<file path="src/rtl/spi_loader.sv">
// Parses loader frames drained from the SPI slave receive FIFO into 32-bit bus writes
// (0xA5 frames) and start requests (0xC3 frames); aborts stalled frames after TIMEOUT idle cycles.
module spi_loader #(
    parameter int TIMEOUT = 65536
) (
    input  logic        clk,
    input  logic        resetn,
    input  logic [7:0]  fifo_rdata,
    input  logic        fifo_dr,
    output logic        fifo_rstrb,
    output logic        mem_valid,
    input  logic        mem_ready,
    output logic [31:0] mem_addr,
    output logic [31:0] mem_wdata,
    output logic [3:0]  mem_wstrb,
    output logic        go,
    output logic [31:0] go_addr,
    output logic        busy,
    output logic [7:0]  err_count
);
    localparam int TW = $clog2(TIMEOUT + 1);
    localparam logic [TW-1:0] TMR_LAST = TW'(TIMEOUT - 1);

    typedef enum logic [2:0] {S_IDLE, S_ADDR, S_LEN, S_DATA, S_WRITE, S_GO} state_t;

    state_t        state_q;
    logic          is_go_q;
    logic [1:0]    idx_q;
    logic [31:0]   addr_q;
    logic [31:0]   wdata_q;
    logic [31:0]   go_addr_q;
    logic [8:0]    words_q;
    logic [TW-1:0] tmr_q;
    logic          mem_valid_q;
    logic          go_q;
    logic [7:0]    err_q;
    logic [7:0]    err_d;

    assign err_d = (err_q == 8'hFF) ? err_q : err_q + 8'd1;

    // Pops are gated only by state so a byte is consumed in the same cycle it is seen
    assign fifo_rstrb = fifo_dr & (state_q inside {S_IDLE, S_ADDR, S_LEN, S_DATA});
    assign mem_valid  = mem_valid_q;
    assign mem_addr   = {addr_q[31:2], 2'b00};
    assign mem_wdata  = wdata_q;
    assign mem_wstrb  = {4{mem_valid_q}};
    assign go         = go_q;
    assign go_addr    = go_addr_q;
    assign busy       = (state_q != S_IDLE);
    assign err_count  = err_q;

    always_ff @(posedge clk) begin
        if (!resetn) begin
            state_q     <= S_IDLE;
            is_go_q     <= 1'b0;
            idx_q       <= 2'd0;
            addr_q      <= 32'd0;
            wdata_q     <= 32'd0;
            go_addr_q   <= 32'd0;
            words_q     <= 9'd0;
            tmr_q       <= '0;
            mem_valid_q <= 1'b0;
            go_q        <= 1'b0;
            err_q       <= 8'd0;
        end else begin
            go_q <= 1'b0;
            case (state_q)
                S_IDLE: begin
                    if (fifo_dr) begin
                        idx_q <= 2'd0;
                        tmr_q <= '0;
                        if (fifo_rdata == 8'hA5) begin
                            is_go_q <= 1'b0;
                            state_q <= S_ADDR;
                        end else if (fifo_rdata == 8'hC3) begin
                            is_go_q <= 1'b1;
                            state_q <= S_ADDR;
                        end else begin
                            err_q <= err_d;
                        end
                    end
                end
                S_ADDR, S_LEN, S_DATA: begin
                    if (fifo_dr) begin
                        tmr_q <= '0;
                        idx_q <= idx_q + 2'd1;
                        if (state_q == S_ADDR) begin
                            addr_q <= {addr_q[23:0], fifo_rdata};
                            if (idx_q == 2'd3)
                                state_q <= is_go_q ? S_GO : S_LEN;
                        end else if (state_q == S_LEN) begin
                            words_q <= (fifo_rdata == 8'd0) ? 9'd256 : {1'b0, fifo_rdata};
                            idx_q   <= 2'd0;
                            state_q <= S_DATA;
                        end else begin
                            // Little-endian word assembly: first byte lands in [7:0] after four shifts
                            wdata_q <= {fifo_rdata, wdata_q[31:8]};
                            if (idx_q == 2'd3) begin
                                mem_valid_q <= 1'b1;
                                state_q     <= S_WRITE;
                            end
                        end
                    end else if (tmr_q == TMR_LAST) begin
                        tmr_q   <= '0;
                        err_q   <= err_d;
                        state_q <= S_IDLE;
                    end else begin
                        tmr_q <= tmr_q + TW'(1);
                    end
                end
                S_WRITE: begin
                    if (mem_valid_q && mem_ready) begin
                        mem_valid_q <= 1'b0;
                        addr_q      <= addr_q + 32'd4;
                        words_q     <= words_q - 9'd1;
                        tmr_q       <= '0;
                        idx_q       <= 2'd0;
                        state_q     <= (words_q == 9'd1) ? S_IDLE : S_DATA;
                    end
                end
                S_GO: begin
                    go_q      <= 1'b1;
                    go_addr_q <= addr_q;
                    state_q   <= S_IDLE;
                end
                default: state_q <= S_IDLE;
            endcase
        end
    end
endmodule

</file>
<file path="config.mk">
export PLATFORM = sky130hd
export DESIGN_NAME = spi_loader
export DESIGN_NICKNAME = d
export VERILOG_FILES = /design/src/rtl/spi_loader.sv
export SDC_FILE = /design/constraint.sdc
export NUM_CORES = 1
export LEC_CHECK = 0
export ABC_AREA = 1
export BUFFER_PORTS_ARGS = -buffer_cell sky130_fd_sc_hd__buf_2
export CORE_MARGIN = 2
export CORE_UTILIZATION = 24
export CTS_CLUSTER_DIAMETER = 200
export DETAILED_ROUTE_END_ITERATION = 12
export GPL_ROUTABILITY_DRIVEN = 0
export GPL_TIMING_DRIVEN = 0
export PLACE_DENSITY = 0.53
export SETUP_SLACK_MARGIN = 0.3
export SYNTH_ARGS = -nofsm -noshare
export SYNTH_HDL_FRONTEND = slang
export SYNTH_SLANG_ARGS = --single-unit
</file>
<file path="constraint.sdc">
create_clock -name clk -period 2.19 [get_ports clk]
set_input_delay 0.219 -clock clk [delete_from_list [all_inputs] [get_ports clk]]
set_output_delay 0.219 -clock clk [all_outputs]
set_load 0.01 [all_outputs]
</file>
==> results by group <==
Outcome
  • Outcome: completed

Logic synthesis
  • Warnings from Yosys: 0
  • Post-synth EDFFs: 0
  • Synth Area in Simple Gates: 0.294
  • Synth top area share: 0.375
  • Leading area contributor after synthesis: dfxtp_1
  • Fraction of the mapped netlist area in adder cells: 0.0102
  • Largest family of logic cells by synthesized area: simple AND/OR/NAND/NOR gates
  • Seq/Total Area, Yosys: 0.375
  • Post-Synth XOR/XNOR Area: 0.0166
  • Main flop type after synthesis: dfxtp_1
  • Cell area after synthesis: around 7400 µm²
  • Post-synthesis async set-or-reset flop share: 0
  • Synth top area cells: dfxtp_1 (37%), nand2_1 (11%), nor2_1 (8.4%)
  • Number of synthesized register bits: 138
  • Mean Syn Cell Area: 6.71 µm²
  • Mux cell area share after synthesis: 0
  • Cells after Synth: 1099
  • Synth Area in Compound Gates: 0.167
  • Post-synthesis cell type count: 41

Global route
  • Vias in the first global route: approximately 6700
  • Global-route wire length before repair: 35700 µm
  • All-Layer GR Usage: 0.144
  • Grt ovf: 0
  • Largest net degree at the start of global routing: 17
  • Initial antenna violation count: 1

Detailed routing
  • DRC marker count from the first detailed-route iteration: 372
  • Total number of vias: 7276
  • DRC viols: 0
  • WL per Instance: 13.9 µm
  • Drt total wl: about 23000 µm
  • First drt pass iteration count: 5
  • Drt via density: 4.42
  • Post-DRT Antenna Nets: 0

Timing
  • Final Max Slew Viols: 0
  • Hold_ws: 0.0960 ns
  • Setup violations, final: 0
  • Clock skew: around 0.0077 ns
  • Fmax: 563 MHz
  • Final Cycle Share: 0.812
  • Final hold vios: 0
  • Final setup margin: 0.412 ns
  • RSZ-0062 raised after global routing: no
  • Actual slew at the worst max-slew pin: 0.737 ns
  • Slew headroom: 0.509
  • Setup TNS: 0 ns
  • Final min period: 1.78 ns

CTS
  • CTS tree: built
  • Clk sinks: about 140
  • # H-tree levels: 4
  • Root Buffer: clkbuf_16
  • Worst-Skew Late Latency: 0.43 ns
  • Clock transition at the registers of the reported paths: 0.06 ns
  • CTS Buffer Depth: 2
  • CTS Buf Count: 17
  • Post-CTS setup buffers: 0

Floorplanning
  • Die area: 32100 µm²
  • DIE HEIGHT: between 150 and 200 µm
  • Starting Density: 0.242
  • Io pins: 124
  • DIE WIDTH: 179 µm
  • # rows: 64
  • Placeable Area: 30400 µm²

Critical path
  • CP endpoint kind: register
  • CP Class: reg2reg
  • CP Max Fanout: 10
  • Worst Path Arrival: around 2.1 ns
  • CP Launch Type: register
  • Req. time, crit path: 2.49 ns

Placement
  • Pre-CTS WS: 0.234 ns
  • Placed instance area: 8480 µm²
  • Hpwl dp: 17400 µm
  • IO buf count: between 100 and 150

Power and ir drop
  • Power per standard cell area: 935 nW/µm²
  • VDD IR max: 656 µV
  • Design Power: 8.53 mW
  • Leak: approximately 3.7 nW

Final layout
  • Ant. Diodes: 0
  • Final #Nets: ~1300
  • Layout cell share with drive strength beyond 1: 0.211
  • Layout area overhead: 23.8%
  • Final Cell Area: between 9000 and 10000 µm²

Hold path
  • Hold Crit Class: in2reg

Run
  • Max_cap viols: 0
## cell usage in the layout, fill, tap and decap left out, drive strengths merged, types with 4 or more instances in the layout
master  count
nor3       13
nand3b     15
clkinv      4
a31oi       6
xor2       10
o21ai     101
clkbuf     39
or2         4
xnor2       4
ha          6
nand2     221
a21oi     116
nand3      48
inv       134
nand4      12
buf       182
nor2      180
dfxtp     138
## synthesized netlist by cell type, drive strengths merged (2+ instances only)
library cell,n
inv,130
xnor2,4
o21ai,101
dfxtp,138
buf,61
nand3,48
a21oi,116
xor2,10
nand3b,15
o21bai,3
nand2,221
nor2,180
nor3,13
clkbuf,21
or2,4
a31oi,6
o31ai,2
o22ai,3
nand4,12
ha,6
## timing repair
| item | CTS | global route |
|---|---|---|
| resized for setup | 0 | 14 |
| hold buffers | 0 | 0 |
| endpoints found under the setup margin | 0 | 32 |
## worst paths after layout
kind | startpoint | to | slack, ns | cells after the start
max | state_q[1]$_SDFFE_PN0P_ | go_addr[3]$_SDFFE_PN0P_ | 0.41 | 5
min | fifo_rdata[1] | addr_q[1]$_SDFFE_PN0P_ | 0.1 | 3
max reg2reg | state_q[1]$_SDFFE_PN0P_ | go_addr[3]$_SDFFE_PN0P_ | 0.41 | 5
min reg2reg | go_addr[8]$_SDFFE_PN0P_ | go_addr[8]$_SDFFE_PN0P_ | 0.44 | 2
## cell families after synthesis
kind of cell | Yosys count
and+or+nand+nor | 494
AOI/OAI and AO/OA | 234
buffers and inverters | 212
DFF | 138
xor gates and xnor gates | 14
adders and majority gates | 6
other | 1
## per-stage QoR
| stage | std cells | utilization |
|---|---|---|
| detailed placement | 1617 | 0.279 |
| global placement | 1617 | 0.279 |
| CTS | 1648 | 0.299 |
| floorplan | 1100 | - |
| finish | 1648 | 0.300 |
| global route | 1648 | 0.300 |
## area by class of cell
| class | count | area, µm² |
|---|---|---|
| fillers | 3432 | 21300 |
| multi-input cells | 750 | 3640 |
| flip-flops and latches | 138 | 2770 |
| repair buffers | 121 | 606 |
| plain buffers | 82 | 522 |
| well taps | 396 | 495 |
| inverters | 130 | 490 |
| clock buffers | 18 | 439 |
| clock inverters | 13 | 168 |
## routing by layer
layer	global-route usage	vias up	share of wire
li1	-	3754	-
met1	0.185	3348	0.47
met2	0.232	147	0.45
met3	0.0384	25	0.056
met4	0.0494	2	0.020
met5	0	-	0.00048
## worst max-delay path, stage by stage (launching register included)
cell and delay [ns]:
dfxtp_1 0.43, inv_2 0.09, nand3_1 0.12, buf_2 0.30
clkbuf_1 0.56, a21oi_1 0.15
## report_power, final
group,switching (mW),internal [mW]
combinational,1.56,0.891
clock,1.20,1.83
sequential,0.273,2.79
total,3.03,5.51
## state kept, by name, indices dropped and copies added, names as in the netlist
name	cells
is_go_q	1
go	1
tmr_q	17
mem_valid	1
addr_q	32
mem_wdata	32
err_count	8
go_addr	32
idx_q	2
state_q	3
words_q	9
(Power assumes the default switching activity.)
